## config.mk

```make
export PLATFORM = sky130hd
export DESIGN_NAME = vga_pattern_scheduler_flat
export DESIGN_NICKNAME = d
export VERILOG_FILES = /design/src/rtl/vga_pattern_scheduler_pkg.sv /design/src/rtl/vga_pattern_scheduler_if.sv /design/src/rtl/switch_debounce.sv /design/src/rtl/vga_pattern_scheduler.sv /design/src/flat_wrapper.sv
export SDC_FILE = /design/constraint.sdc
export NUM_CORES = 1
export LEC_CHECK = 0
export BUFFER_PORTS_ARGS = -buffer_cell sky130_fd_sc_hd__buf_2
export CAP_MARGIN = 20
export CORE_ASPECT_RATIO = 0.6
export CORE_MARGIN = 4
export CORE_UTILIZATION = 50
export DETAILED_ROUTE_END_ITERATION = 10
export PLACE_DENSITY = 0.69
export SLEW_MARGIN = 20
export SYNTH_ARGS = -nofsm -noshare
export SYNTH_HDL_FRONTEND = slang
export SYNTH_SLANG_ARGS = --single-unit
export TNS_END_PERCENT = 50
```

## constraint.sdc

```tcl
create_clock -name clk_i -period 3 [get_ports clk_i]
set_input_delay 0.3 -clock clk_i [delete_from_list [all_inputs] [get_ports clk_i]]
set_output_delay 0.3 -clock clk_i [all_outputs]
set_load 0.01 [all_outputs]
```

## src/rtl/vga_pattern_scheduler_pkg.sv

```systemverilog
//==============================================================================
// Module   : vga_sched_pkg
// Brief    : Selection/mode encodings and auto-rotation helper for the scheduler.
// Revision : 1.0
//==============================================================================
`default_nettype none

package vga_sched_pkg;

   localparam logic [1:0] SEL_SRC2  = 2'd0;
   localparam logic [1:0] SEL_SRC1  = 2'd1;
   localparam logic [1:0] SEL_BLEND = 2'd2;

   // Requested mode as decoded from the accepted levels {sw2, sw1}
   typedef enum logic [1:0] {
      MODE_SRC2  = 2'b00,
      MODE_SRC1  = 2'b01,
      MODE_BLEND = 2'b10,
      MODE_AUTO  = 2'b11
   } mode_t;

   function automatic logic [1:0] next_auto_sel(input logic [1:0] sel);
      logic [1:0] nxt;
      case (sel)
         SEL_SRC1:  nxt = SEL_SRC2;
         SEL_SRC2:  nxt = SEL_BLEND;
         SEL_BLEND: nxt = SEL_SRC1;
         default:   nxt = SEL_SRC1;
      endcase
      return nxt;
   endfunction

endpackage

`default_nettype wire

```

## src/rtl/vga_pattern_scheduler_if.sv

```systemverilog
//==============================================================================
// Module   : vga_pattern_scheduler_if
// Brief    : Pixel-side bundle between vgaDriver/pattern generators and scheduler.
// Revision : 1.0
//==============================================================================
`default_nettype none

interface vga_pattern_scheduler_if;

   logic [8:0] row_i;
   logic [9:0] column_i;
   logic [2:0] rgbmod1_i;
   logic [2:0] rgbmod2_i;
   logic [2:0] rgb_o;
   logic [1:0] sel_o;
   logic       auto_o;
   logic       frame_start_o;

   modport master (
      output row_i, column_i, rgbmod1_i, rgbmod2_i,
      input  rgb_o, sel_o, auto_o, frame_start_o
   );

   modport slave (
      input  row_i, column_i, rgbmod1_i, rgbmod2_i,
      output rgb_o, sel_o, auto_o, frame_start_o
   );

endinterface

`default_nettype wire

```

## src/rtl/switch_debounce.sv

```systemverilog
//==============================================================================
// Module   : switch_debounce
// Brief    : 2-flop synchroniser plus hold-time debounce for one board switch.
// Revision : 1.0
//==============================================================================
`default_nettype none

module switch_debounce #(
   parameter int DEBOUNCE_CYCLES = 500000
) (
   input  wire logic clk_i,
   input  wire logic reset_ni,
   input  wire logic raw_i,
   output logic      level_o
);

   localparam int               CNT_W    = (DEBOUNCE_CYCLES > 1) ? $clog2(DEBOUNCE_CYCLES) : 1;
   localparam logic [CNT_W-1:0] CNT_LAST = CNT_W'(DEBOUNCE_CYCLES - 1);

   logic             sync_a;
   logic             sync_b;
   logic             level;
   logic [CNT_W-1:0] cnt;

   always_ff @(posedge clk_i or negedge reset_ni) begin
      if (!reset_ni) begin
         sync_a <= 1'b0;
         sync_b <= 1'b0;
         level  <= 1'b0;
         cnt    <= '0;
      end else begin
         sync_a <= raw_i;
         sync_b <= sync_a;
         // Any return to the accepted level restarts the hold window
         if (sync_b == level) begin
            cnt <= '0;
         end else if (cnt == CNT_LAST) begin
            level <= sync_b;
            cnt   <= '0;
         end else begin
            cnt <= cnt + 1'b1;
         end
      end
   end

   assign level_o = level;

endmodule

`default_nettype wire

```

## src/rtl/vga_pattern_scheduler.sv

```systemverilog
//==============================================================================
// Module   : vga_pattern_scheduler
// Brief    : Frame-aligned pattern source selection with switch-driven modes.
// Revision : 1.0
//==============================================================================
`default_nettype none

module vga_pattern_scheduler
   import vga_sched_pkg::*;
#(
   parameter int DEBOUNCE_CYCLES = 500000,
   parameter int FRAMES_PER_STEP = 60
) (
   input  wire logic               clk_i,
   input  wire logic               reset_ni,
   input  wire logic               switch1_i,
   input  wire logic               switch2_i,
   vga_pattern_scheduler_if.slave  vga
);

   localparam int               FCNT_W    = $clog2(FRAMES_PER_STEP + 1);
   localparam logic [FCNT_W-1:0] FCNT_LAST = FCNT_W'(FRAMES_PER_STEP - 1);

   logic              level1;
   logic              level2;
   mode_t             mode;
   logic              origin;
   logic              origin_q;
   logic              frame_start;
   logic [1:0]        sel_q;
   logic              auto_q;
   logic [FCNT_W-1:0] frame_cnt;
   logic [2:0]        rgb;

   switch_debounce #(.DEBOUNCE_CYCLES(DEBOUNCE_CYCLES)) u_deb_sw1 (
      .clk_i    (clk_i),
      .reset_ni (reset_ni),
      .raw_i    (switch1_i),
      .level_o  (level1)
   );

   switch_debounce #(.DEBOUNCE_CYCLES(DEBOUNCE_CYCLES)) u_deb_sw2 (
      .clk_i    (clk_i),
      .reset_ni (reset_ni),
      .raw_i    (switch2_i),
      .level_o  (level2)
   );

   assign mode        = mode_t'({level2, level1});
   assign origin      = (vga.row_i == 9'd0) && (vga.column_i == 10'd0);
   // Edge-detect the origin so a driver holding 0/0 still yields one pulse
   assign frame_start = origin && !origin_q;

   always_ff @(posedge clk_i or negedge reset_ni) begin
      if (!reset_ni) begin
         origin_q  <= 1'b0;
         sel_q     <= SEL_SRC2;
         auto_q    <= 1'b0;
         frame_cnt <= '0;
      end else begin
         origin_q <= origin;
         if (frame_start) begin
            case (mode)
               MODE_SRC2: begin
                  sel_q     <= SEL_SRC2;
                  auto_q    <= 1'b0;
                  frame_cnt <= '0;
               end
               MODE_SRC1: begin
                  sel_q     <= SEL_SRC1;
                  auto_q    <= 1'b0;
                  frame_cnt <= '0;
               end
               MODE_BLEND: begin
                  sel_q     <= SEL_BLEND;
                  auto_q    <= 1'b0;
                  frame_cnt <= '0;
               end
               default: begin
                  if (!auto_q) begin
                     sel_q     <= SEL_SRC1;
                     auto_q    <= 1'b1;
                     frame_cnt <= '0;
                  end else if (frame_cnt == FCNT_LAST) begin
                     sel_q     <= next_auto_sel(sel_q);
                     frame_cnt <= '0;
                  end else begin
                     frame_cnt <= frame_cnt + 1'b1;
                  end
               end
            endcase
         end
      end
   end

   // Zero-latency mux keeps colour aligned with the driver's row/column
   always_comb begin
      rgb = vga.rgbmod2_i;
      case (sel_q)
         SEL_SRC1:  rgb = vga.rgbmod1_i;
         SEL_BLEND: rgb = vga.rgbmod1_i & vga.rgbmod2_i;
         default:   rgb = vga.rgbmod2_i;
      endcase
   end

   assign vga.rgb_o         = rgb;
   assign vga.sel_o         = sel_q;
   assign vga.auto_o        = auto_q;
   assign vga.frame_start_o = frame_start;

endmodule

`default_nettype wire

```

## src/flat_wrapper.sv

```systemverilog
// flat-port wrapper written by rule: the top's interface ports become plain ports
module vga_pattern_scheduler_flat import vga_sched_pkg::*;
#(
   parameter int DEBOUNCE_CYCLES = 500000,
   parameter int FRAMES_PER_STEP = 60
)
  (clk_i, reset_ni, switch1_i, switch2_i, vga_row_i, vga_column_i, vga_rgbmod1_i, vga_rgbmod2_i, vga_rgb_o, vga_sel_o, vga_auto_o, vga_frame_start_o);
  vga_pattern_scheduler_if vga_i ();
  input  wire logic clk_i;
  input  wire logic reset_ni;
  input  wire logic switch1_i;
  input  wire logic switch2_i;
  input wire logic [$bits(vga_i.row_i)-1:0] vga_row_i;
  input wire logic [$bits(vga_i.column_i)-1:0] vga_column_i;
  input wire logic [$bits(vga_i.rgbmod1_i)-1:0] vga_rgbmod1_i;
  input wire logic [$bits(vga_i.rgbmod2_i)-1:0] vga_rgbmod2_i;
  output wire logic [$bits(vga_i.rgb_o)-1:0] vga_rgb_o;
  output wire logic [$bits(vga_i.sel_o)-1:0] vga_sel_o;
  output wire logic [$bits(vga_i.auto_o)-1:0] vga_auto_o;
  output wire logic [$bits(vga_i.frame_start_o)-1:0] vga_frame_start_o;
  assign vga_i.row_i = vga_row_i;
  assign vga_i.column_i = vga_column_i;
  assign vga_i.rgbmod1_i = vga_rgbmod1_i;
  assign vga_i.rgbmod2_i = vga_rgbmod2_i;
  assign vga_rgb_o = vga_i.rgb_o;
  assign vga_sel_o = vga_i.sel_o;
  assign vga_auto_o = vga_i.auto_o;
  assign vga_frame_start_o = vga_i.frame_start_o;
  vga_pattern_scheduler #(.DEBOUNCE_CYCLES(DEBOUNCE_CYCLES), .FRAMES_PER_STEP(FRAMES_PER_STEP)) u_core (.clk_i(clk_i), .reset_ni(reset_ni), .switch1_i(switch1_i), .switch2_i(switch2_i), .vga(vga_i));
endmodule
```

# --- Yosys cells after proc, flatten, opt, wreduce, memory -nomap -nowiden ---
# Index checks and enable logic that the tools add are counted.
op_classes:
  n_addsub: 3
  eq_ne: 10
  muxes: 13
  n_bitwise: 3
  n_reduce_logical: 11
ops:
  columns: ["cell", "count"]
  rows:
  - ["$mux 19", 4]
  - ["$add 19x1->19 const B", 2]
  - ["$eq 19x19->1 const B", 2]
  - ["$mux 6", 3]
  - ["$logic_not 10->1", 1]
  - ["$logic_not 9->1", 1]
  - ["$add 6x1->6 const B", 1]
  - ["$eq 6x6->1 const B", 1]
  - ["$pmux 2 s3", 1]
  - ["$pmux 3 s2", 1]
  - ["$reduce_and 2->1", 3]
  - ["$ne 5x5->1 const B", 1]
  - ["$eq 2x1->1 const B", 2]
  - ["$eq 2x2->1 const B", 2]
  - ["$logic_not 2->1", 2]
  - ["$mux 2", 2]
  - ["$pmux 2 s2", 1]
  - ["$and 3x3->3", 1]
  - ["$reduce_or 3->1", 1]
  - ["$eq 1x1->1", 2]
  - ["$logic_and 1x1->1", 2]
  - ["$not 1->1", 2]
  - ["$logic_not 1->1", 1]
  - ["$mux 1", 1]
word_totals:
  reg_bits: 54
  in_bits: 29
  out_inout_bits: 7
  wordCells: 52

# --- Depth between registers and ports, before layout ---
depth:
  word_depth: 5
  mapped_depth: 6
  mapped_depth_nobuf: 6

# --- Cells and area by module ---
# From an unflattened synthesis, not the netlist that was laid out.
hier_totals:
  cells_unflattened: 289
  area_unflattened_um2: 2926.6
by_module_without_submodules:
  columns: ["module", "instances", "cells_each", "area_each_um2", "seq_area_each_um2"]
  rows:
  - ["switch_debounce (u_core.u_deb_sw2)", 1, 105, 1079.8, 550.5]
  - ["switch_debounce (u_core.u_deb_sw1)", 1, 105, 1073.5, 550.5]
  - ["vga_pattern_scheduler", 1, 79, 773.2, 250.2]

# --- Least setup slack after synthesis ---
# No wires, ideal clock.
synth_path:
  kind: "flip-flop to flip-flop"
  start: "register u_core.u_deb_sw2.cnt[14]"
  end: "register u_core.u_deb_sw2.cnt[11]"
  setup_ns: 0.119
  arrival_time_ns: 1.784
  required_time_ns: 2.881
  slack_ns: 1.097
  path_stages_with_launch: 6
  path_buffers: 1
  synth_period_minus_slack_ns: 1.903
  path_cell_list: "dfrtp_1 > or4_1 > or4_4 > o21ai_4 > buf_8 > nor2_2"
synth_via:
  elab_chain_len: 3
synth_lines:
  columns: ["item", "line_no", "text"]
  rows:
  - ["from (decl)", "switch_debounce.sv:23", "logic [CNT_W-1:0] cnt;"]
  - ["from (signal assigned)", "switch_debounce.sv:41", "cnt <= cnt + 1'b1;"]
  - ["$eq 19x19->1", "switch_debounce.sv:37", "end else if (cnt == CNT_LAST) begin"]
  - ["$mux 19", "switch_debounce.sv:37", null]
  - ["$mux 19", "switch_debounce.sv:35", "if (sync_b == level) begin"]
# No other way between the ends.
# A chain may end at the register's enable or synchronous reset.

# --- Final worst setup path ---
layout_path:
  start: "register u_core.u_deb_sw2.cnt[11]"
  end: "register u_core.u_deb_sw2.cnt[5]"
# Same word-level chain as after synthesis.

==> key figures <==
GRT
  • All-Layer GR Usage: 17.3%
  • Vias in the first global route: 1978
  • Largest net degree at the start of global routing: 34
  • Final global-route overflow total: 0
  • Initial antenna violation count: 0
  • First-pass GRT wire length: 9630 um

Timing
  • Tmin final: 2.18 ns
  • Clock Skew: 0.0107 ns
  • Fmax: 459 MHz
  • Slew HR: 53.5%
  • Max-slew violations: 0
  • Period utilization: 72.6%
  • Worst-Margin Slew: 0.691 ns
  • Final Setup Violations: 0
  • Final hold vios: 0
  • Unrepaired setup endpoints after global routing: no
  • Setup TNS: 0 ns
  • Fin worst setup slack: 0.822 ns

Cells and area
  • Antenna diodes: 0
  • Commonest non-fill, non-tap cell in the layout: dfrtp_1
  • Area delta synth->final: 11.8%
  • Most frequent cells in the layout: dfrtp_1 (54), buf_2 (35), nand2_1 (24)
  • Layout cells sized above 1: 19.7%
  • Nets@finish: 355

Drt
  • DRC Markers: 0
  • DRT iter0 DRCs: 108
  • Routed Antenna Nets: 0
  • Vias: 2179
  • Vias per cell: 5.65
  • DRT Pass-1 Iters: 4
  • WL/cell: 14.4 um
  • WL final: 5550 um

Worst setup path
  • Worst path required time: 3.16 ns
  • Worst-path fanout max: 18
  • Startpoint Class: flip-flop
  • WP data arrival: 2.34 ns
  • Crit. End Element: flip-flop
  • CP Class: flip-flop to flip-flop

Placed design
  • RePlAce Congestion: 0.793
  • Post-Place Setup Slack: 0.838 ns
  • HPWL after detailed placement: 4020 um
  • Number of port buffers: 35

Clock tree
  • CTS tree: built
  • Setup bufs post-CTS: 0
  • Hold Buf Count CTS: 1
  • Inserted Clock Buffers: 5
  • Resized cells post-CTS: 0
  • Worst-path clk slew: 0.10 ns
  • Clk_lat worst skew: 0.31 ns
  • Clk buf depth: 2
  • CTS Sinks: 54
  • CTS root buffer: clkbuf_8
  • H-tree depth: 2

Yosys
  • Synth Instances: 284
  • Syn Nets: 320
  • Synth async-reset ratio: 100%
  • Synth warnings: 0
  • Synth unique cells: 47
  • Post-synthesis sequential element count: 54
  • Number of synthesized flops with an enable pin: 0
  • Post-Syn Area: 2820 um^2
  • Post-Syn Area per Cell: 9.93 um^2
  • Most used flip-flop cell after synthesis: dfrtp_1
  • Seq/Total Area, Yosys: 47.9%

Outcome
  • Status: completed

Floorplan
  • FP Rows: 20
  • Initial cell density of the core: 53.7%
  • CORE AREA: 5260 um^2
  • Die Span Y: 66.2 um
  • I/O pin count: 36
  • Die Span X: 105 um
  • Die area: 6950 um^2

Power and ir drop
  • Pwr per Cell Area: 410 nW/um^2
  • Leakage: 1.34 nW
  • Max VDD drop: 0.000222 V

Flow run
  • Max Cap Viol: 0

Hold path
  • Hold Path Class: input pin to flip-flop
==> power breakdown <==
group	internal (mW)	total, mW	switching [mW]
sequential	0.736	0.745	0.00870
clock	0.246	0.482	0.236
combinational	0.0269	0.0668	0.0400
==> routing by layer <==
metal  wire length [um]  share of wire [%]  global-route usage, %  up-vias
li1                   -                  -                      -     1091
met5                  0                  0                      0        -
met4                 63                1.1                   5.40        0
met2               2070                 37                   23.2       67
met3                398                7.2                   4.88        8
met1               3020                 54                   26.6     1013
==> cell families after synthesis <==
family / Yosys count / share of synthesized area [%]
buf+inv: 19 / 3.24
simple gates: 131 / 25.7
mux: 4 / 1.51
flops: 54 / 47.9
fa+ha+maj: 7 / 3.11
xor+xnor: 27 / 8.38
compound gates: 42 / 10.1
==> cell usage after synthesis (all sizes together), types with 3 or more instances <==
cell	count	area, um^2
a21oi	9	45.0
a22o	3	26.3
and2	4	25.0
and4	5	43.8
buf	4	32.5
clkbuf	6	25.0
dfrtp	54	1350
ha	7	87.6
inv	9	33.8
nand2	24	90.1
nand3	17	90.1
nand4	13	81.3
nor2	33	149
nor3	3	15.0
nor4	10	62.6
o21ai	15	86.3
o31ai	4	30.0
or3	6	37.5
or4	6	48.8
xnor2	11	96.3
xor2	16	140
==> area by class of cell <==
type	instances	area, um^2
fillers	457	2100
inverters	9	33.8
well taps	66	82.6
clock buffers	5	68.8
clock inverters	3	40.0
repair buffers	38	200
flip-flops and latches	54	1350
multi-input cells	211	1380
==> flip-flops by register name (all words and copies together) (netlist names), 2 cells and up <==
name,flops
u_core.frame_cnt,6
u_core.u_deb_sw1.cnt,19
u_core.vga.sel_o,2
u_core.u_deb_sw2.cnt,19
==> final timing paths <==
check,slack [ns],to,from,cells past startpoint
max,0.82,u_core.u_deb_sw2.cnt[5],u_core.u_deb_sw2.cnt[11],4
min reg2reg,0.36,u_core.u_deb_sw2.sync_b,u_core.u_deb_sw2.sync_a,0
min,0.09,u_core.u_deb_sw2.sync_a,switch2_i,1
min in group asynchronous,0.47,u_core.u_deb_sw1.cnt[7],reset_ni,2
max reg2reg,0.82,u_core.u_deb_sw2.cnt[5],u_core.u_deb_sw2.cnt[11],4
max in group asynchronous,1.74,u_core.u_deb_sw2.cnt[18],reset_ni,3
==> worst max-delay path, stage by stage, from the launching register on <==
cell     delay [ns]
dfrtp_1        0.44
or4_1          0.51
or4_4          0.45
o21ai_4        0.52
nor2_1         0.11
==> per-stage QoR <==
stage / cell area (um^2) / hold slack, ns / util (%) / cells / total power [mW]
2_1_floorplan: 2820 / 0.00441 / - / 284 / 0.785
3_3_place_gp: 3040 / 0.288 / 57.8 / 377 / 0.826
3_5_place_dp: 3040 / 0.284 / 57.8 / 377 / 0.827
4_1_cts: 3150 / 0.0793 / 60.0 / 386 / 1.31
5_1_grt: 3150 / 0.0751 / 60.0 / 386 / 1.36
6_report: 3150 / 0.0928 / 60.0 / 386 / 1.29
(Power assumes the default switching activity.)
